[config.mk]
export PLATFORM = sky130hd
export DESIGN_NAME = adder_arbiter
export DESIGN_NICKNAME = d
export VERILOG_FILES = /design/src/rtl/adder_arbiter.sv
export SDC_FILE = /design/constraint.sdc
export NUM_CORES = 1
export LEC_CHECK = 0
export CORE_AREA = 5 5 151 153
export DETAILED_ROUTE_END_ITERATION = 6
export DIE_AREA = 0 0 156 158
export PLACE_DENSITY = 0.71
export REMOVE_ABC_BUFFERS = 1
export SYNTH_ARGS = -nofsm -noshare
export SYNTH_HDL_FRONTEND = slang
export SYNTH_SLANG_ARGS = --single-unit
[constraint.sdc]
create_clock -name clk -period 4.1 [get_ports clk]
set_input_delay 1.025 -clock clk [delete_from_list [all_inputs] [get_ports clk]]
set_output_delay 1.025 -clock clk [all_outputs]
set_load 0.005 [all_outputs]
[src/rtl/adder_arbiter.sv]
// ---------------------------------------------------------------------------
// adder_arbiter
//   Grants one of NUM_REQ requesters access to the shared 32-bit adder. The
//   winner's operands are registered onto add_A/add_B. The sum is captured one
//   cycle later and returned with the requester ID over a valid/ready response
//   channel. Sequence per op: IDLE (grant) -> EXEC (adder settles) -> RESP
//   (hold until accepted).
//
// Ports
//   clk, rst_n            clock, async active-low reset
//   req_valid[NUM_REQ]    per-requester request strobe
//   req_A/req_B           packed operands, requester i at [32i+31:32i]
//   req_ready[NUM_REQ]    one-hot grant, combinational, IDLE only
//   add_A/add_B           registered adder operands (hold between grants)
//   add_Result            adder sum, combinational from add_A/add_B
//   rsp_valid/rsp_ready   response handshake
//   rsp_id, rsp_data      owner ID and registered sum (mod 2^32)
//   busy                  high outside IDLE
//
// Build option
//   ADDER_ARB_FIXED_PRI_EN  defined: lowest valid index always wins, no
//                           rotating pointer. Undefined: round-robin.
// ---------------------------------------------------------------------------

// Per-requester slice: masks the request against the rotating pointer and
// gates the operands onto the shared AND-OR select bus.
module adder_arbiter_lane (
  input  logic        valid,
  input  logic        below,   // index lies before the round-robin pointer
  input  logic        gnt,
  input  logic [31:0] a,
  input  logic [31:0] b,
  output logic        hi,      // eligible in the "at or after ptr" pass
  output logic [31:0] a_sel,
  output logic [31:0] b_sel
);
  assign hi    = valid & ~below;
  assign a_sel = gnt ? a : '0;
  assign b_sel = gnt ? b : '0;
endmodule

module adder_arbiter #(
  parameter int NUM_REQ = 4,
  parameter int ID_W    = $clog2(NUM_REQ)
) (
  input  logic                  clk,
  input  logic                  rst_n,
  input  logic [NUM_REQ-1:0]    req_valid,
  input  logic [32*NUM_REQ-1:0] req_A,
  input  logic [32*NUM_REQ-1:0] req_B,
  output logic [NUM_REQ-1:0]    req_ready,
  output logic [31:0]           add_A,
  output logic [31:0]           add_B,
  input  logic [31:0]           add_Result,
  output logic                  rsp_valid,
  input  logic                  rsp_ready,
  output logic [ID_W-1:0]       rsp_id,
  output logic [31:0]           rsp_data,
  output logic                  busy
);

  typedef enum logic [1:0] {IDLE, EXEC, RESP} state_t;

  state_t                        state, state_nxt;
  logic                          grant_en;
  logic                          any_vld, any_hi;
  logic [ID_W-1:0]               win, win_hi, win_lo;
  logic [ID_W-1:0]               ptr;
  logic [ID_W-1:0]               op_id;
  logic [NUM_REQ-1:0]            below, hi;
  logic [NUM_REQ-1:0][31:0]      a_term, b_term;
  logic [31:0]                   sel_a, sel_b;

  // ---- pointer mask: lanes strictly below ptr lose the first pass ----
  assign below = (NUM_REQ'(1) << ptr) - NUM_REQ'(1);

  genvar g;
  generate
    for (g = 0; g < NUM_REQ; g++) begin : g_lane
      assign req_ready[g] = grant_en && (win == ID_W'(g));
      adder_arbiter_lane u_lane (
        .valid (req_valid[g]),
        .below (below[g]),
        .gnt   (req_ready[g]),
        .a     (req_A[32*g +: 32]),
        .b     (req_B[32*g +: 32]),
        .hi    (hi[g]),
        .a_sel (a_term[g]),
        .b_sel (b_term[g])
      );
    end
  endgenerate

  // ---- winner: lowest eligible at/after ptr, else lowest valid (wrap) ----
  always_comb begin
    win_hi = '0;
    win_lo = '0;
    for (int i = NUM_REQ-1; i >= 0; i--) begin
      if (hi[i])        win_hi = ID_W'(i);
      if (req_valid[i]) win_lo = ID_W'(i);
    end
  end

  assign any_vld = |req_valid;
  assign any_hi  = |hi;
  assign win     = any_hi ? win_hi : win_lo;

  // ---- operand select: grant is one-hot, so OR-ing the gated terms is a mux ----
  always_comb begin
    sel_a = '0;
    sel_b = '0;
    for (int i = 0; i < NUM_REQ; i++) begin
      sel_a = sel_a | a_term[i];
      sel_b = sel_b | b_term[i];
    end
  end

  // ---- FSM ----
  always_ff @(posedge clk or negedge rst_n) begin
    if (!rst_n) state <= IDLE;
    else        state <= state_nxt;
  end

  always_comb begin
    state_nxt = state;
    grant_en  = 1'b0;
    case (state)
      IDLE: begin
        if (any_vld) begin
          grant_en  = 1'b1;
          state_nxt = EXEC;
        end
      end
      EXEC:    state_nxt = RESP;
      RESP:    if (rsp_ready) state_nxt = IDLE;
      default: state_nxt = IDLE;
    endcase
  end

  assign busy = (state != IDLE);

  // ---- datapath ----
  always_ff @(posedge clk or negedge rst_n) begin
    if (!rst_n) begin
      add_A     <= '0;
      add_B     <= '0;
      op_id     <= '0;
      rsp_valid <= 1'b0;
      rsp_id    <= '0;
      rsp_data  <= '0;
    end else begin
      // add_A/add_B only move on a grant so the adder inputs stay quiet
      if (grant_en) begin
        add_A <= sel_a;
        add_B <= sel_b;
        op_id <= win;
      end
      if (state == EXEC) begin
        rsp_data  <= add_Result;
        rsp_id    <= op_id;
        rsp_valid <= 1'b1;
      end
      if (state == RESP && rsp_ready) rsp_valid <= 1'b0;
    end
  end

  // ---- round-robin pointer ----
`ifdef ADDER_ARB_FIXED_PRI_EN
  assign ptr = '0;
`else
  always_ff @(posedge clk or negedge rst_n) begin
    if (!rst_n) begin
      ptr <= '0;
    end else if (grant_en) begin
      ptr <= (win == ID_W'(NUM_REQ-1)) ? '0 : win + ID_W'(1);
    end
  end
`endif

endmodule

Word-level counts from Yosys, hierarchy flattened
Cells that the tools add are included.
W data, S select, Z words.
{ "op_classes": {"shifts": 1, "muxes": 25, "n_reduce_logical": 12, "eq_ne": 7, "addsub": 2, "bitwise_logic": 14} }
{ "ops": {"columns": ["cell", "count"], "rows": [
  ["$mux W32", 8],
  ["$or A32 B32 Y32", 6],
  ["$mux W2", 12],
  ["$reduce_or A4 Y1", 2],
  ["$eq A2 B2 Y1 const B", 3],
  ["$pmux W2 S3", 1],
  ["$logic_and A1 B1 Y1", 5],
  ["$and A1 B1 Y1", 4],
  ["$eq A2 B1 Y1 const B", 2],
  ["$logic_not A2 Y1", 2],
  ["$mux W1", 4],
  ["$ne A2 B2 Y1 const B", 2],
  ["$not A1 Y1", 4],
  ["$reduce_bool A2 Y1", 2],
  ["$shl A1 B2 Y4 const A", 1],
  ["$sub A4 B2 Y4 const B", 1],
  ["$add A2 B1 Y2 const B", 1],
  ["$reduce_and A2 Y1", 1]
]} }
{ "totals": {"ff_bits": 105, "inputBits": 295, "output_inout_bits": 104} }

Depth between registers and ports, before layout
{ "logic_depth": {"depth_word": 15, "mapped_depth": 8, "depth_no_buf": 6} }

Hierarchy
Synthesis repeated with hierarchy kept, for this count alone.
{ "hier_totals": {"cells_unflattened": 686, "hier_area_um2": 6553.8} }
{ "by_module_without_submodules": {"columns": ["mod", "area_each_um2", "seq_area_each_um2", "cells_each", "instances"], "rows": [
  ["adder_arbiter", 4486.8, 2627.5, 402, 1],
  ["adder_arbiter_lane", 516.7, 0.0, 71, 4]
]} }

Worst setup path before layout
Ideal clock, no wire load.
{ "synth_timing": {"path_type": "input-to-output", "start": "input req_valid[2]", "end": "output req_ready[1]", "path_slack_ps": 471, "path_buffers": 3, "stages": 8, "arrival_ps": 2604, "path_cell_list": "nor2b_1 > a221oi_1 > or2_2 > ha_1 > clkbuf_1 > clkbuf_1 > and3_1 > buf_4"} }
{ "synth_via": {"elab_chain_len": 7, "elab_cells_between_ends": 14} }
{ "synth_rtl": {"columns": ["element", "line_no", "text"], "rows": [
  ["start: declaration", "48", "input logic [NUM_REQ-1:0] req_valid,"],
  ["$and A1 B1 Y1", "37", "assign hi = valid & ~below;"],
  ["$mux W2 (3 in a row)", "99", "if (hi[i]) win_hi = ID_W'(i);"],
  ["$mux W2", "106", "assign win = any_hi ? win_hi : win_lo;"],
  ["$eq A2 B1 Y1", "80", "assign req_ready[g] = grant_en && (win == ID_W'(g));"],
  ["$logic_and A1 B1 Y1 *", "80", null],
  ["end: declaration", "51", "output logic [NUM_REQ-1:0] req_ready,"]
]} }
Every way passes the cells marked *; elsewhere a longest branch is shown, timed or not.

Worst setup path in the final report
{ "layout_timing": {"start": "input req_valid[0]", "end": "output req_ready[1]"} }
{ "layout_via": {"elab_chain_len": 5, "elab_cells_between_ends": 10} }
{ "layout_rtl": {"columns": ["element", "line_no", "text"], "rows": [
  ["$and A1 B1 Y1", "37", null],
  ["$reduce_or A4 Y1 or $mux W2 (tied branches)", "105, 99", null],
  ["$mux W2 *", "106", null],
  ["net win[0]", "67", "logic [ID_W-1:0] win, win_hi, win_lo;"],
  ["$eq A2 B1 Y1 *", "80", null],
  ["$logic_and A1 B1 Y1 *", "80", null]
]} }
Mark *: on every way through the listed nets, which the timed path passes. The rest lies on a longest branch.

==> flow_summary.yaml <==
status:
  status: "finished, final reports clean"
placed_design:
  dp_cells: 1132
  gp_congestion: 0.786
  portBuffers: 398
  dp_hpwl_mm: 17.5
  dpl_worst_slack_ps: -49.8
clock_network:
  h-tree-depth: 3
  cts_inserted_buffers: 9
  ctsHoldBuffers: 0
  clk_latency_ps: 350
  cts_tree: "done"
  cts.sinks: 105
  clockBufferDepth: 2
  cts.clk_slew.worst_paths_ps: 80
  cts-root-buf: "clkbuf_16"
critical_path:
  path_max_fanout: 4
  arrival_ps: 3020
  path_class: "input port to output port"
  cp-end-kind: "output port"
  cp-start-kind: "input port"
  cp.required_ps: 3070
yosys:
  yosysWarningCount: 0
  synth_ff_type: "dfrtp_1"
  synth-edff-count: 0
  yosys-top-cells-count: "128 x a22oi_1, 105 x dfrtp_1, 67 x a21oi_1"
  synth.cell_area_um2: 5280
  synthArstFlopShare: 1.00
  yosys-top-cells-area: "dfrtp_1 50%, a22oi_1 18%, a31oi_1 7.5%, mux2_2 7.5%, a21oi_1 6.3%"
  synth_cell_type_count: 32
  netlist_instances: 497
  syn_avg_cell_area_um2: 10.6
  yosysTopAreaCellShare: 0.498
  yosysTopAreaCell: "dfrtp_1"
  seq_area_frac_synth: 0.498
  yosysMostFrequentCell: "a22oi_1"
  ys_ff_latch: 105
timing:
  finalSetupViolCount: 0
  worst_pin_slew_ps: 844
  finalClockSkew_ps: 10.7
  relSlewSlack: 0.437
  slew_violations: 0
  fmax_ghz: 0.247
  post-route-period-util: 0.987
  hold_viol: 0
  final.setup.worst_slack_ps: 52.5
  fin_crit_ps: 4050
  rsz0062_at_grt: "false"
routing:
  first_pass_iters: 4
  wl_met3_mm: 2.15
  totalWireLength_mm: 23.8
  drt-met1-wl_mm: 9.24
  wl_met2_mm: 12.1
  route.top_layer_used: "met4"
  first_iter_violations: 332
  wire_per_inst_um: 20.7
  route.detailed.drc: 0
  vias: 5833
  antenna_left: 0
  vias_per_cell: 5.07
power_and_ir_drop:
  comb_power_share: 0.562
  power_density_nw_per_um2: 638
  report.power.total_w: 0.00623
  pwr-share-seq: 0.303
  total_leakage_power_nw: 3.69
  power_switching_w: 0.00232
  power_frac_clock: 0.135
  p_sw_frac: 0.372
  p_int_w: 0.00392
  vdd.ir_drop.worst_v: 0.000273
min_path:
  hp-class: "flop to flop"
final_layout:
  nets: 1162
  fillers: 2077
  final_cells: 1150
  area_delta_synth_final_pct: 85.1
  final_layout_size_suffix_gt1_frac: 0.0910
global_routing:
  grt-ovfl-total: 0
  grt_pass1_wl_mm: 34.3
  grt_pass1_vias: 5950
  antenna_found_initial: 2
  grt.total_usage: 0.179
  grt_max_degree: 106
flow_run:
  cap_viol_max_count: 0
die:
  core_area_um2: 21400
  rows: 54
  die_w_um: 156
  dieHeight_um: 158
  io_pins: 399
  start_util: 0.247
  dieArea_um2: 24600
## what timing repair did
item	4_1_cts	5_1_grt
buffers inserted	0	0
pin swaps	0	1
endpoints found under the hold margin	0	0
setup endpoints to repair	2	2
gates cloned	0	0
gates resized for setup	2	3
## worst paths after layout
path | slack, ps | cells after the start | startpoint | endpoint
max in group asynchronous | 2900 | 2 | rst_n | add_A[22]
hold reg to reg | 500 | 1 | op_id[0] | rsp_id[0]
min in group asynchronous | 750 | 2 | rst_n | rsp_data[20]
setup / recovery | 50 | 7 | req_valid[0] | req_ready[1]
setup reg to reg | 1510 | 7 | ptr[1] | add_B[19]
hold / removal | 500 | 1 | op_id[0] | rsp_id[0]
## metrics by stage
stage          TNS [ps]   util  hold slack, ps  cell area, µm²
3_3_place_gp          0  0.443             487            9480
2_1_floorplan     -99.9      -             462            4990
5_1_grt               0  0.457             514            9780
3_5_place_dp      -88.5  0.443             494            9480
4_1_cts               0  0.456             504            9760
6_report              0  0.457             505            9780
## worst max-delay path, cell delays in order
cell             delay [ps]
clkdlybuf4s50_1         450
mux2i_1                 220
nor2_1                   80
nor3_1                  350
ha_2                    240
and3_1                  140
clkdlybuf4s50_1         530
## kinds of logic (layout without fill, tap and decap cells)
family,count (synthesis),count (layout),share of synthesized area
simple gates,20,20,0.0220
mux,36,36,0.0765
compound gates,269,269,0.335
flops,105,105,0.498
other cells,0,2,0
fa+ha+maj,4,4,0.00948
buf+inv,63,434,0.0592
## routing by layer
metal,GRT usage,vias to the layer above
li1,-,2696
met1,0.217,2833
met2,0.318,281
met3,0.0503,23
met4,0.0409,0
met5,0,-
## power groups by stage
stage	clock network, W	registers (W)	logic, W
2_1_floorplan	0	0.00191	0.00151
3_3_place_gp	0	0.00189	0.00350
3_5_place_dp	0	0.00191	0.00355
4_1_cts	0.000876	0.00190	0.00355
5_1_grt	0.000913	0.00197	0.00380
6_report	0.000841	0.00189	0.00350
## cell type report
class | count | area, µm² | share of cell area
Antenna cell | 2 | 5.00 | 0.000512
Clock inverter | 6 | 51.3 | 0.00525
Multi-Input combinational cell | 329 | 2370 | 0.243
Timing Repair Buffer | 413 | 4120 | 0.422
Sequential cell | 105 | 2630 | 0.269
Clock buffer | 10 | 229 | 0.0234
Tap cell | 280 | 350 | 0.0358
Inverter | 5 | 18.8 | 0.00192
## sequential cells by signal (all words and copies together) (netlist names)
name       cells
state          2
rsp_data      32
op_id          2
rsp_id         2
add_B         32
add_A         32
ptr            2
rsp_valid      1
## cell usage in the layout, fill, tap and decap left out, drive strengths merged, types with 2 or more instances in the layout
master / count
nor2: 5
clkdlybuf4s50: 394
dlymetal6s2s: 2
o21ai: 4
inv: 7
ha: 4
buf: 16
mux2: 35
clkinvlp: 3
nor2b: 2
nand2: 2
a21oi: 67
a31oi: 64
a22oi: 128
o31ai: 2
and3: 4
dfrtp: 105
clkbuf: 10
diode: 2
Power figures use the tool's default switching activity.
